--- src/rtl/pattern_hit_counter.sv ---
// pattern_hit_counter: counts rising edges of the pattern detector output as a
// 3-digit BCD event counter (000-999) with a sticky overflow flag. The count is
// shown on three active-low seven-segment digits with optional leading-zero
// blanking. The display registers refresh from the count register every clock,
// which gives one cycle of display latency.
module pattern_hit_counter #(
  parameter bit SATURATE      = 1'b0,
  parameter bit BLANK_LEADING = 1'b1
) (
  input  logic        clock,
  input  logic        reset,
  input  logic        enable,
  input  logic        detect,
  input  logic        clear,
  output logic [11:0] count_bcd,
  output logic        overflow,
  output logic [6:0]  hex0,
  output logic [6:0]  hex1,
  output logic [6:0]  hex2
);

  localparam logic [6:0] SEG_BLANK = 7'h7f;
  localparam logic [6:0] SEG_ZERO  = 7'h40;
  // A count of 000 shows "0" on the ones digit; upper digits depend on blanking.
  localparam logic [6:0] HEX_UPPER_RST = BLANK_LEADING ? SEG_BLANK : SEG_ZERO;

  logic [3:0] ones_q, tens_q, hund_q;
  logic [3:0] ones_d, tens_d, hund_d;
  logic       overflow_q, overflow_d;
  logic       detect_prev_q, detect_prev_d;
  logic [6:0] hex0_q, hex1_q, hex2_q;
  logic [6:0] hex0_d, hex1_d, hex2_d;
  logic       hit;
  logic       at_max;

  function automatic logic [6:0] seg7(input logic [3:0] digit);
    logic [6:0] seg;
    case (digit)
      4'd0:    seg = 7'h40;
      4'd1:    seg = 7'h79;
      4'd2:    seg = 7'h24;
      4'd3:    seg = 7'h30;
      4'd4:    seg = 7'h19;
      4'd5:    seg = 7'h12;
      4'd6:    seg = 7'h02;
      4'd7:    seg = 7'h78;
      4'd8:    seg = 7'h00;
      4'd9:    seg = 7'h18;
      default: seg = SEG_BLANK;
    endcase
    return seg;
  endfunction

  assign hit    = enable & detect & ~detect_prev_q;
  assign at_max = (hund_q == 4'd9) && (tens_q == 4'd9) && (ones_q == 4'd9);

  // Next count, overflow and edge-detect history; clear beats a coincident hit.
  always_comb begin
    ones_d        = ones_q;
    tens_d        = tens_q;
    hund_d        = hund_q;
    overflow_d    = overflow_q;
    detect_prev_d = enable ? detect : detect_prev_q;

    if (clear) begin
      ones_d     = 4'd0;
      tens_d     = 4'd0;
      hund_d     = 4'd0;
      overflow_d = 1'b0;
    end else if (hit) begin
      if (at_max) begin
        overflow_d = 1'b1;
        if (!SATURATE) begin
          ones_d = 4'd0;
          tens_d = 4'd0;
          hund_d = 4'd0;
        end
      end else if (ones_q != 4'd9) begin
        ones_d = ones_q + 4'd1;
      end else begin
        ones_d = 4'd0;
        if (tens_q != 4'd9) begin
          tens_d = tens_q + 4'd1;
        end else begin
          tens_d = 4'd0;
          hund_d = hund_q + 4'd1;
        end
      end
    end
  end

  // Display decode from the registered count, with leading-zero blanking.
  always_comb begin
    hex0_d = seg7(ones_q);
    hex1_d = seg7(tens_q);
    hex2_d = seg7(hund_q);
    if (BLANK_LEADING) begin
      if (hund_q == 4'd0) begin
        hex2_d = SEG_BLANK;
        if (tens_q == 4'd0) begin
          hex1_d = SEG_BLANK;
        end
      end
    end
  end

  // Count, flag, history and display registers; reset clears everything at once.
  always_ff @(posedge clock or posedge reset) begin
    if (reset) begin
      ones_q        <= 4'd0;
      tens_q        <= 4'd0;
      hund_q        <= 4'd0;
      overflow_q    <= 1'b0;
      detect_prev_q <= 1'b0;
      hex0_q        <= SEG_ZERO;
      hex1_q        <= HEX_UPPER_RST;
      hex2_q        <= HEX_UPPER_RST;
    end else begin
      ones_q        <= ones_d;
      tens_q        <= tens_d;
      hund_q        <= hund_d;
      overflow_q    <= overflow_d;
      detect_prev_q <= detect_prev_d;
      hex0_q        <= hex0_d;
      hex1_q        <= hex1_d;
      hex2_q        <= hex2_d;
    end
  end

  assign count_bcd = {hund_q, tens_q, ones_q};
  assign overflow  = overflow_q;
  assign hex0      = hex0_q;
  assign hex1      = hex1_q;
  assign hex2      = hex2_q;

endmodule

--- config.mk ---
export PLATFORM = sky130hd
export DESIGN_NAME = pattern_hit_counter
export DESIGN_NICKNAME = d
export VERILOG_FILES = /design/src/rtl/pattern_hit_counter.sv
export SDC_FILE = /design/constraint.sdc
export NUM_CORES = 1
export LEC_CHECK = 0
export CAP_MARGIN = 20
export CELL_PAD_IN_SITES_DETAIL_PLACEMENT = 1
export CELL_PAD_IN_SITES_GLOBAL_PLACEMENT = 1
export CORE_MARGIN = 3
export CORE_UTILIZATION = 40
export CTS_BUF_LIST = sky130_fd_sc_hd__clkbuf_4
export DETAILED_ROUTE_END_ITERATION = 7
export PLACE_DENSITY_LB_ADDON = 0.1
export SYNTH_ARGS = -nofsm -noshare
export SYNTH_HDL_FRONTEND = slang
export SYNTH_SLANG_ARGS = --single-unit
--- constraint.sdc ---
create_clock -name clock -period 2 [get_ports clock]
set_input_delay 0.6 -clock clock [delete_from_list [all_inputs] [get_ports clock]]
set_output_delay 0.6 -clock clock [all_outputs]
set_load 0.02 [all_outputs]
* Word level (Yosys, flattened, before mapping)
Memory sizes are Yosys's and may differ from the RTL's. A register that Yosys moved wholly into a read port is not among the register bits.
Cells that the tools add are included.
** Cells by class
- $add $sub $neg :: 3
- Multiply operators :: 0
- Divide/modulo/power cells :: 0
- $lt $le $gt $ge :: 0
- Eq/ne operators :: 7
- Shift operators :: 0
- Multiplexer cells :: 20
- Bitwise operators :: 3
- Reductions and logical operators :: 9
** Operators with widths (count)
- $mux W4 :: 14
- $mux W7 :: 3
- $add A4 B1 Y4 const B :: 3
- $eq A4 B4 Y1 const B :: 3
- $logic_not A4 Y1 :: 2
- $ne A4 B4 Y1 const B :: 2
- $ne A3 B3 Y1 const B :: 2
- $reduce_and A2 Y1 :: 2
- $reduce_bool A2 Y1 :: 2
- $mux W1 :: 3
- $reduce_and A3 Y1 :: 1
- $and A1 B1 Y1 :: 2
- $logic_and A1 B1 Y1 :: 2
- $not A1 Y1 :: 1
** Storage, ports and cells
- Flip-flop bits (word level) :: 28
- Latch bits :: 0
- Memory bits (writable) :: 0
- Memory bits (read-only) :: 336
- Input port bits :: 5
- Output and inout bits :: 34
- Word-level logic and storage cells :: 52
- Memories :: 3
** Memory list
- (name not given) :: depth 16, width 7, read ports 1, clocked after memory_dff 1, write ports 0, line 38 : case (digit)
- (name not given) :: depth 16, width 7, read ports 1, clocked after memory_dff 0, write ports 0, line 38
- (name not given) :: depth 16, width 7, read ports 1, clocked after memory_dff 0, write ports 0, line 38

* Longest topological paths before layout
- Depth after elaboration :: 6
- Mapped depth :: 7
- Mapped depth without buffers :: 6

* Worst setup path after synthesis
Ideal clock, no wire load.
- Path kind :: register -> register
- Start point :: reg ones_q[1]
- End point :: reg hund_q[2]
- Setup time :: 0.078 ns
- Arrival time :: 1.818 ns
- Required time :: 1.922 ns
- Slack :: 0.104 ns
- Cell stages (with the launch flop) :: 8
- Path buffers :: 1
- Period minus slack after synthesis :: 1.896 ns
- Cell sequence :: dfrtp_1 > inv_1 > ha_1 > and3b_1 > buf_4 > nand3_4 > or4_1 > a21oi_1
** On the way
- Longest elaborated chain between the ends :: 5
- Elaborated cells on any way between the ends :: 9
- Those cells by class :: eq/ne (4); mux (3); reduce/logical (2)
** RTL lines
- from (decl) :: line 27 : logic [3:0] ones_q, tens_q, hund_q;
- from (signal assigned) :: line 119 : ones_q <= ones_d;
- $eq A4 B4 Y1 :: line 55 : assign at_max = (hund_q == 4'd9) && (tens_q == 4'd9) && (ones_q == 4'd9);
- $logic_and A1 B1 Y1 :: line 55
- $mux W4 :: line 71 : if (at_max) begin
- $mux W4 :: line 70 : end else if (hit) begin
- $mux W4 :: line 65 : if (clear) begin
- to (signal assigned) :: line 121 : hund_q <= hund_d;
- to (decl) :: line 27
Several ways; a longest one is shown, not always the timed one. The select of a mux whose other input is x is not followed.
A chain may end at the register's enable or synchronous reset.

* Worst setup path after layout
- Start point :: reg tens_q[3]
- End point :: out count_bcd[7]
** RTL lines
- from (decl) :: line 27
- from (signal assigned) :: line 120 : tens_q <= tens_d;
- to (decl) :: line 15 : output logic [11:0] count_bcd,
No word-level cell between the ends.

==> out/results.ini <==
[run_status]
status = finished, final reports clean

[setup_path]
critPathMaxFanout = 2
cp_cell_sequence = clkdlybuf4s50_1
worstPathArrival_ps = 1330
slowest_stage = clkdlybuf4s50_1
cp-start-kind = flip-flop
path_class = reg -> out
slowest_delay_ps = 610
required_ps = 1400
end_kind = output pin
r2r_slack_ps = 170
critical-path-top-delay-family = buffers and inverters
path_buf_inv = 1

[run]
drv_cap = 0

[synth]
synth_common_cells = 28 x a21oi_1, 23 x nor2_1, 20 x dfrtp_1
synthFlopType = dfrtp_1
synth-async-reset-ratio_pct = 100
synth-edff-count = 0
syn_area_um2 = 1870
synth-seq-cells = 35
synth_cell_types = 33
syn_nets = 220
syn_area_per_cell_um2 = 9.35
synthTopCellsByArea = dfrtp_1 27%, dfstp_2 21%, ha_1 10%, a21oi_1 7.5%, nor2_1 4.6%
synth_top_area_share_pct = 26.8
yosys.area.top_type = dfrtp_1
seq_area_frac_synth_pct = 47.8
ys_warn_count = 0
synthCells = 200
yosys.cell_count.top_type = a21oi_1

[floorplan]
core_um2 = 4440
initial_core_util_pct = 42.1
io_pins = 39
dieHeight_um = 74.4
dieArea_um2 = 5530
placement_rows = 24
dieWidth_um = 74.4

[placement]
gp_congestion = 0.809
portBuffers = 38
placed_cells = 298
place_area_um2 = 2400
dpl.hpwl_um = 3620

[sta]
rsz0062_at_grt = no
setup_viol = 0
slew_viol_final = 0
fmax_mhz = 518
tns_ps = 0
slew_headroom_pct = 66.1
fin_crit_sh_pct = 96.5
tightest_slew_ps = 504
hold_viol = 0
finalCriticalPeriod_ps = 1930
skew_ps = 13.6

[cells_and_area]
stdcell_count = 306
area_growth_pct = 31.5
seq_area_um2 = 895
final_area_um2 = 2460
drive_above_1_share_pct = 16.5
fillers = 535
fin_nets = 273
multi_input_area_um2 = 885
final_util_pct = 55.3
n_antenna_cell = 0

[clocking]
numClockSinks = 35
insertion_delay_ps = 350
holdBufCountCts = 0
clockRootBuffer = clkbuf_4
clock_path_buffers = 2
clkSlewWorstSetupHoldPaths_ps = 120
htreeDepth = 2
cts_tree = done
cts-buffers-inserted = 5

[routing]
routedWlPerCell_um = 15.3
vias_per_cell = 5.33
drt_iter0_drc = 67
totalWireLength_um = 4690
vias = 1631
ant_nets = 0
first_pass_iters = 4
drc_errors = 0

[hold_path]
hold_class = reg -> reg

[power]
p_comb_share_pct = 6.6
pwr-share-seq_pct = 55.0
power_frac_clock_pct = 38.4
leakagePower_nw = 1.09
internal_power_mw = 1.01
peakVddDrop_mv = 0.368
switchingPower_mw = 0.304
p_sw_share_pct = 23.1
p_total_mw = 1.32
cellPowerDensity_nw_per_um2 = 535

[grt]
gr-total-overflow = 0
grt_max_degree = 36
grt_util_all_layers_pct = 18.3
grt_pass1_vias = 1718
grt_pass1_wl_um = 7890
antenna_found_initial = 0

==> worst register-to-register path, stage by stage, from the launching register on <==
cell and delay (ps):
dfrtp_1 400, inv_1 140, ha_1 250, and3b_1 260, nand3_4 110, or4_1 470
a21oi_1 150
==> cells in the final DEF (no fill, tap or decap), types with 3 or more instances in the layout <==
master,netlist,layout
a21oi_1,28,28
and3b_1,4,4
buf_4,1,17
clkbuf_4,0,5
clkdlybuf4s50_1,0,15
dfrtp_1,20,20
dfstp_2,15,15
dlygate4sd2_1,0,21
ha_1,15,15
inv_1,14,14
mux2i_1,3,3
nand2_1,16,16
nand3_1,4,4
nand3b_1,3,3
nor2_1,23,23
nor3_1,7,7
o21ai_0,14,14
o22a_1,3,3
==> power groups by stage <==
| stage | clock network (mW) | registers, mW | logic [mW] |
|---|---|---|---|
| after floorplan | 0 | 0.745 | 0.0354 |
| after global placement | 0 | 0.736 | 0.0860 |
| after detailed placement | 0 | 0.737 | 0.0900 |
| after CTS | 0.522 | 0.724 | 0.0889 |
| after global routing | 0.553 | 0.725 | 0.0968 |
| final | 0.505 | 0.724 | 0.0862 |
==> cell type report <==
type                       instances  area share, %
inverter                          14           2.14
tap                               52           2.64
multi-input combinational        142           36.0
clock buffer                       5           1.53
sequential                        35           36.4
timing repair buffer              55           19.8
clock inverter                     3           1.58
==> through the flow <==
stage	hold WS (ps)	setup WS [ps]
global route	581	3.69
global placement	495	-94.9
floorplan	486	104
detailed placement	500	-146
finish	524	70.0
CTS	533	0.134
==> what timing repair did <==
item                                    in CTS  in global routing
setup buffers                                0                  0
endpoints found under the setup margin      21                  2
gates resized for setup                     21                  2
endpoints found under the hold margin        0                  0
==> final timing paths <==
path,from,endpoint,depth (start not counted)
hold / removal,overflow,overflow,2
hold reg to reg,overflow,overflow,2
min in group asynchronous,reset,hund_q[3],3
setup reg to reg,ones_q[1],hund_q[2],6
setup / recovery,tens_q[3],count_bcd[7],1
max in group asynchronous,reset,hex2[0],3
==> registers in the layout, summed over array words and instances (netlist names) <==
| name | count |
|---|---|
| tens_q | 4 |
| hex1 | 7 |
| hund_q | 4 |
| hex0 | 7 |
| hex2 | 7 |
| ones_q | 4 |
| detect_prev_q | 1 |
| overflow | 1 |
==> logic make-up (layout without fill, tap and decap cells) <==
group | count (synthesis) | in the layout | share of synthesized area (%)
flops | 35 | 35 | 47.8
mux | 4 | 4 | 2.21
simple gates | 70 | 70 | 19.2
compound gates | 53 | 53 | 15.9
buf+inv | 23 | 77 | 4.88
fa+ha+maj | 15 | 15 | 10.0
==> layer usage <==
layer  global-route usage [%]  part of all wire [%]  up-vias
met5                        0                     0        -
met4                     6.13                   1.6        0
met3                     3.65                   2.7        7
met2                     31.9                    51       29
met1                     22.7                    45      799
li1                         -                     -      796
No activity file was read; power rests on OpenSTA's default activity.
